===== src/rtl/dig_out_pkg.sv =====
// Shared definitions for the multi-channel digital output port: register offsets,
// bus FSM states and the channel-index width helper.
package dig_out_pkg;

  localparam logic [2:0] REG_DATA  = 3'd0;
  localparam logic [2:0] REG_SET   = 3'd1;
  localparam logic [2:0] REG_CLR   = 3'd2;
  localparam logic [2:0] REG_TGL   = 3'd3;
  localparam logic [2:0] REG_PULSE = 3'd4;

  typedef enum logic [1:0] {
    ST_IDLE = 2'd0,
    ST_WAIT = 2'd1,
    ST_ACK  = 2'd2
  } state_t;

  // A single channel still needs one address bit for the channel field.
  function automatic int chb_of(input int nch);
    return (nch > 2) ? $clog2(nch) : 1;
  endfunction

endpackage


===== src/rtl/dig_out_chan.sv =====
// One output channel: DATA register with SET/CLR/TGL aliases and, when
// DOUT_PULSE_EN is defined, a one-shot pulse mask with a 16-bit down-counter.
module dig_out_chan
  import dig_out_pkg::*;
#(
  parameter int DW        = 8,
  parameter int PULSE_LEN = 16
) (
  input  logic          clk,
  input  logic          rst_n,
  input  logic          wr,
  input  logic [2:0]    reg_sel,
  input  logic [DW-1:0] wdat,
  output logic [DW-1:0] data,
  output logic [15:0]   cnt
);

  logic [DW-1:0] base;
  logic [DW-1:0] data_nxt;

`ifdef DOUT_PULSE_EN
  logic [DW-1:0] mask;
  logic [DW-1:0] mask_keep;
  logic [DW-1:0] mask_nxt;
  logic [15:0]   cnt_q;
  logic [15:0]   cnt_nxt;
  logic          expire;
  logic          pulse_wr;

  assign expire   = (cnt_q == 16'd1);
  assign pulse_wr = wr && (reg_sel == REG_PULSE);
  assign cnt      = cnt_q;

  // Expiry clears first; a same-cycle write to the channel then lands on top.
  always_comb begin
    base      = expire ? (data & ~mask) : data;
    mask_keep = expire ? '0 : mask;
    mask_nxt  = pulse_wr ? (mask_keep | wdat) : mask_keep;
    if (pulse_wr) begin
      cnt_nxt = 16'(PULSE_LEN);
    end else if (cnt_q != 16'd0) begin
      cnt_nxt = cnt_q - 16'd1;
    end else begin
      cnt_nxt = cnt_q;
    end
  end

  // Pulse mask and counter registers.
  always_ff @(posedge clk or negedge rst_n) begin
    if (!rst_n) begin
      mask  <= '0;
      cnt_q <= 16'd0;
    end else begin
      mask  <= mask_nxt;
      cnt_q <= cnt_nxt;
    end
  end
`else
  assign base = data;
  assign cnt  = 16'd0;
`endif

  // Bus-side update of the DATA register through its aliases.
  always_comb begin
    data_nxt = base;
    if (wr) begin
      case (reg_sel)
        REG_DATA:  data_nxt = wdat;
        REG_SET:   data_nxt = base | wdat;
        REG_CLR:   data_nxt = base & ~wdat;
        REG_TGL:   data_nxt = base ^ wdat;
`ifdef DOUT_PULSE_EN
        REG_PULSE: data_nxt = base | wdat;
`endif
        default:   data_nxt = base;
      endcase
    end else begin
      data_nxt = base;
    end
  end

  // DATA register drives the board output directly.
  always_ff @(posedge clk or negedge rst_n) begin
    if (!rst_n) begin
      data <= '0;
    end else begin
      data <= data_nxt;
    end
  end

endmodule


===== src/rtl/dig_out_port_multi.sv =====
// STB/ACK bus slave with NCH output channels; optional one-shot pulse registers
// are enabled by defining DOUT_PULSE_EN.
module dig_out_port_multi
  import dig_out_pkg::*;
#(
  parameter int NCH         = 3,
  parameter int DW          = 8,
  parameter int WAIT_STATES = 0,
  parameter int PULSE_LEN   = 16
) (
  input  logic              iCLK,
  input  logic              iRSTn,
  input  logic [31:0]       iADR,
  input  logic [31:0]       iDAT,
  output logic [31:0]       oDAT,
  input  logic              iWE,
  input  logic              iSTB,
  output logic              oACK,
  output logic [NCH*DW-1:0] oDOUT
);

  localparam int CHB = chb_of(NCH);

  state_t                     state;
  state_t                     next_state;
  logic [3:0]                 wait_cnt;
  logic [2:0]                 reg_idx;
  logic [CHB-1:0]             ch_idx;
  logic                       ch_valid;
  logic                       reg_mapped;
  logic                       wr_commit;
  logic [NCH-1:0]             chan_wr;
  logic [NCH-1:0][DW-1:0]     chan_data;
  logic [NCH-1:0][15:0]       chan_cnt;
  logic [DW-1:0]              sel_data;
  logic [15:0]                sel_cnt;
  logic [31:0]                rd_val;
  logic                       unused_bits;

  assign reg_idx     = iADR[4:2];
  assign ch_idx      = iADR[5 +: CHB];
  assign ch_valid    = (int'(ch_idx) < NCH);
`ifdef DOUT_PULSE_EN
  assign reg_mapped  = (reg_idx <= REG_PULSE);
`else
  assign reg_mapped  = (reg_idx <= REG_TGL);
`endif
  assign wr_commit   = (state == ST_ACK) && iWE && ch_valid && reg_mapped;
  assign unused_bits = ^{iADR, iDAT, chan_cnt};

  // Bus FSM next state; a dropped strobe in WAIT abandons the request.
  always_comb begin
    next_state = state;
    case (state)
      ST_IDLE: begin
        if (iSTB) begin
          next_state = (WAIT_STATES > 0) ? ST_WAIT : ST_ACK;
        end else begin
          next_state = ST_IDLE;
        end
      end
      ST_WAIT: begin
        if (!iSTB) begin
          next_state = ST_IDLE;
        end else if (wait_cnt == 4'(WAIT_STATES - 1)) begin
          next_state = ST_ACK;
        end else begin
          next_state = ST_WAIT;
        end
      end
      ST_ACK:  next_state = ST_IDLE;
      default: next_state = ST_IDLE;
    endcase
  end

  // FSM state and wait-state counter.
  always_ff @(posedge iCLK or negedge iRSTn) begin
    if (!iRSTn) begin
      state    <= ST_IDLE;
      wait_cnt <= 4'd0;
    end else begin
      state    <= next_state;
      wait_cnt <= (state == ST_WAIT) ? (wait_cnt + 4'd1) : 4'd0;
    end
  end

  // Per-channel write strobes and selected-channel read values.
  always_comb begin
    sel_data = '0;
    sel_cnt  = 16'd0;
    for (int c = 0; c < NCH; c++) begin
      chan_wr[c] = wr_commit && (ch_idx == CHB'(c));
      sel_data   = (ch_idx == CHB'(c)) ? chan_data[c] : sel_data;
      sel_cnt    = (ch_idx == CHB'(c)) ? chan_cnt[c]  : sel_cnt;
    end
  end

  // Read mux; PULSE returns the live counter, not DATA.
  always_comb begin
    rd_val = 32'd0;
    if (ch_valid) begin
      case (reg_idx)
        REG_DATA, REG_SET, REG_CLR, REG_TGL: rd_val = 32'(sel_data);
`ifdef DOUT_PULSE_EN
        REG_PULSE: rd_val = {16'h0, sel_cnt};
`endif
        default:   rd_val = 32'd0;
      endcase
    end else begin
      rd_val = 32'd0;
    end
  end

  // Registered handshake outputs, loaded on entry to ACK.
  always_ff @(posedge iCLK or negedge iRSTn) begin
    if (!iRSTn) begin
      oACK <= 1'b0;
      oDAT <= 32'd0;
    end else begin
      oACK <= (next_state == ST_ACK);
      oDAT <= ((next_state == ST_ACK) && !iWE) ? rd_val : 32'd0;
    end
  end

  for (genvar c = 0; c < NCH; c++) begin : g_ch
    dig_out_chan #(
      .DW        (DW),
      .PULSE_LEN (PULSE_LEN)
    ) u_chan (
      .clk     (iCLK),
      .rst_n   (iRSTn),
      .wr      (chan_wr[c]),
      .reg_sel (reg_idx),
      .wdat    (iDAT[DW-1:0]),
      .data    (chan_data[c]),
      .cnt     (chan_cnt[c])
    );
  end

  assign oDOUT = chan_data;

endmodule

===== config.mk =====
export PLATFORM = sky130hd
export DESIGN_NAME = dig_out_port_multi
export DESIGN_NICKNAME = d
export VERILOG_FILES = /design/src/rtl/dig_out_pkg.sv /design/src/rtl/dig_out_chan.sv /design/src/rtl/dig_out_port_multi.sv
export SDC_FILE = /design/constraint.sdc
export NUM_CORES = 1
export LEC_CHECK = 0
export BUFFER_PORTS_ARGS = -buffer_cell sky130_fd_sc_hd__buf_2
export CAP_MARGIN = 20
export CORE_UTILIZATION = 56
export CTS_CLUSTER_DIAMETER = 100
export DETAILED_ROUTE_END_ITERATION = 10
export GPL_ROUTABILITY_DRIVEN = 1
export MAX_ROUTING_LAYER = met4
export PLACE_DENSITY = 0.95
export SLEW_MARGIN = 20
export SYNTH_ARGS = -nofsm -noshare
export SYNTH_HDL_FRONTEND = slang
export SYNTH_HIERARCHICAL = 1
export SYNTH_SLANG_ARGS = --single-unit

===== constraint.sdc =====
create_clock -name iCLK -period 3.17 [get_ports iCLK]
set_input_delay 0.317 -clock iCLK [delete_from_list [all_inputs] [get_ports iCLK]]
set_output_delay 0.317 -clock iCLK [all_outputs]
set_load 0.01 [all_outputs]

==> impl_metrics.csv <==
group,metric,value,unit
drt,drt-total-wl,7343,microns
floorplan,floorplan.initialDensity,0.5897,
worst_setup_path,cp_slowest_cell,"or2_0",
drt,vias,2604,
layout,drive_above_1_share,0.2055,
worst_setup_path,critical_path_buf_inv_count,0,
drt,wl_per_cell,15.59,microns
floorplan,dieArea,6217,sq um
worst_setup_path,start_kind,"flop",
floorplan,die_y,78.85,microns
floorplan,io_pins,125,
worst_setup_path,path_max_fanout,9,
worst_setup_path,path_delay_family,"simple AND/OR/NAND/NOR gates",
pwr,ir_drop,0.1756,mV
placed_design,post-dp-hpwl,5382,microns
sta,fmax,0.4422,GHz
worst_setup_path,cpPeakStageDelay,0.52,ns
drt,ant_nets,0,
logic_synthesis,synth.cell_area,3307,sq um
clock_tree,clkLatencyLatePin,0.30,ns
clock_tree,hold_buffers,0,
sta,tightest_slew,0.8908,ns
pwr,leakage,1.870,nW
placed_design,io_buffer_count,49,
clock_tree,htree_levels,2,
sta,timing.final.crit_share,0.7133,
layout,fillers,451,
min_path,hold_class,"in2async",
worst_setup_path,crit_arrival,2.47,ns
sta,rsz0062_at_grt,"no",
clock_tree,cts_buffers,5,
drt,firstDrtPassIters,4,
run,drv_cap,0,
sta,fin_setup_tns,0,ns
worst_setup_path,cp_cell_sequence,"nand4bb_1 -> nor3_1 -> nand2b_1 -> or2_0 -> o221ai_2",
global_route,antenna_found_initial,0,
drt,drc,0,
clock_tree,cts.path.max_buffers,2,
global_route,gr-total-overflow,0,
worst_setup_path,crit_cells,5,
logic_synthesis,synth_cells,359,
sta,finClkSkew,0.008404,ns
layout,num_antenna_cells,0,
logic_synthesis,syn_area_per_cell,9.211,sq um
sta,setup_violations,0,
worst_setup_path,r2r_cells,5,
sta,hold_viol,0,
clock_tree,postCtsSetupBuffers,0,
floorplan,die_w,78.85,microns
global_route,grt_max_degree,40,
clock_tree,cts_tree,"done",
sta,slew_headroom,0.4061,
sta,min_period,2.261,ns
run_status,status,"complete, no violations",
floorplan,core,5608,sq um
global_route,grt_pass1_vias,2613,
worst_setup_path,path_class,"reg2reg",
clock_tree,clock_sinks,39,
global_route,grt.total_usage,0.2560,
logic_synthesis,ys_warn_count,6,
clock_tree,clk_pin_slew,0.08,ns
pwr,power_density,397.0,nW/um^2
layout,utilization,0.6283,
worst_setup_path,required,3.38,ns
global_route,grt_pass1_wl,11980,microns
drt,drt_iter0_drc,171,
worst_setup_path,endpoint_kind,"flop",
sta,final-max-slew-violation-count,0,
clock_tree,ctsResizeCount,0,
clock_tree,root_buffer,"clkbuf_8",
placed_design,place_congestion,0.7703,
layout,syn_to_final_growth,6.546,%
layout,layout.nets,515,
floorplan,rows,27,
drt,viasPerCell,5.529,
## metrics by stage
stage,setup slack (ns),hold WS [ns],area [sq um],total power [mW],std cells
2_1_floorplan,1.469,0.02141,3393,0.9269,382
3_3_place_gp,1.100,0.4524,3440,1.023,463
3_5_place_dp,1.013,0.4683,3440,1.070,463
4_1_cts,0.9468,0.1603,3523,1.403,471
5_1_grt,0.7482,0.2161,3523,1.486,471
6_report,0.9087,0.1352,3523,1.399,471
## cell type report
class	count	area, sq um	area share
sequential	39	975.9	0.2770
tap	72	90.09	0.02557
timing repair buffer	51	260.3	0.07386
clock inverter	3	15.01	0.004261
clock buffer	5	68.82	0.01953
multi-input combinational	252	1929	0.5476
inverter	49	183.9	0.05220
## worst paths after layout
check,from,to,slack [ns]
setup / recovery,state[0],g_ch[0].u_chan/data[7],0.91
hold / removal,iRSTn,g_ch[0].u_chan/data[2],0.14
setup reg to reg,state[0],g_ch[0].u_chan/data[7],0.91
hold reg to reg,wait_cnt[0],wait_cnt[0],0.48
max in group asynchronous,iRSTn,g_ch[0].u_chan/data[5],2.47
min in group iCLK,iSTB,oACK,0.39
## sequential cells by signal, indices dropped and copies added, names as in the netlist
signal / count
g_ch.u_chan/data: 24
oACK: 1
oDAT: 8
state: 2
wait_cnt: 4
## metal layers
metal | GRT usage | part of all wire | wire [microns]
met1 | 0.2974 | 0.41 | 3029
met2 | 0.4409 | 0.52 | 3805
met3 | 0.03793 | 0.047 | 345
met4 | 0.1109 | 0.022 | 163
met5 | - | 0 | 0
## report_power, final
group	switching [mW]	internal, mW
logic	0.252	0.185
registers	0.0758	0.552
clock network	0.183	0.151
total	0.511	0.888
## cell usage in the layout, fill, tap and decap left out, types with 3 or more instances in the layout
cell type / n
a21boi_2: 8
buf_2: 49
clkbuf_8: 5
clkinv_2: 3
conb_1: 24
dfrtp_1: 39
ha_1: 49
inv_1: 49
mux2_2: 3
mux2i_1: 32
nand2_1: 54
nand2b_1: 5
nand3b_1: 3
nor2_1: 5
o21ai_0: 15
o21ai_1: 6
o221ai_1: 21
o221ai_2: 3
or2_0: 3
or2_2: 8
(Power assumes the default switching activity.)
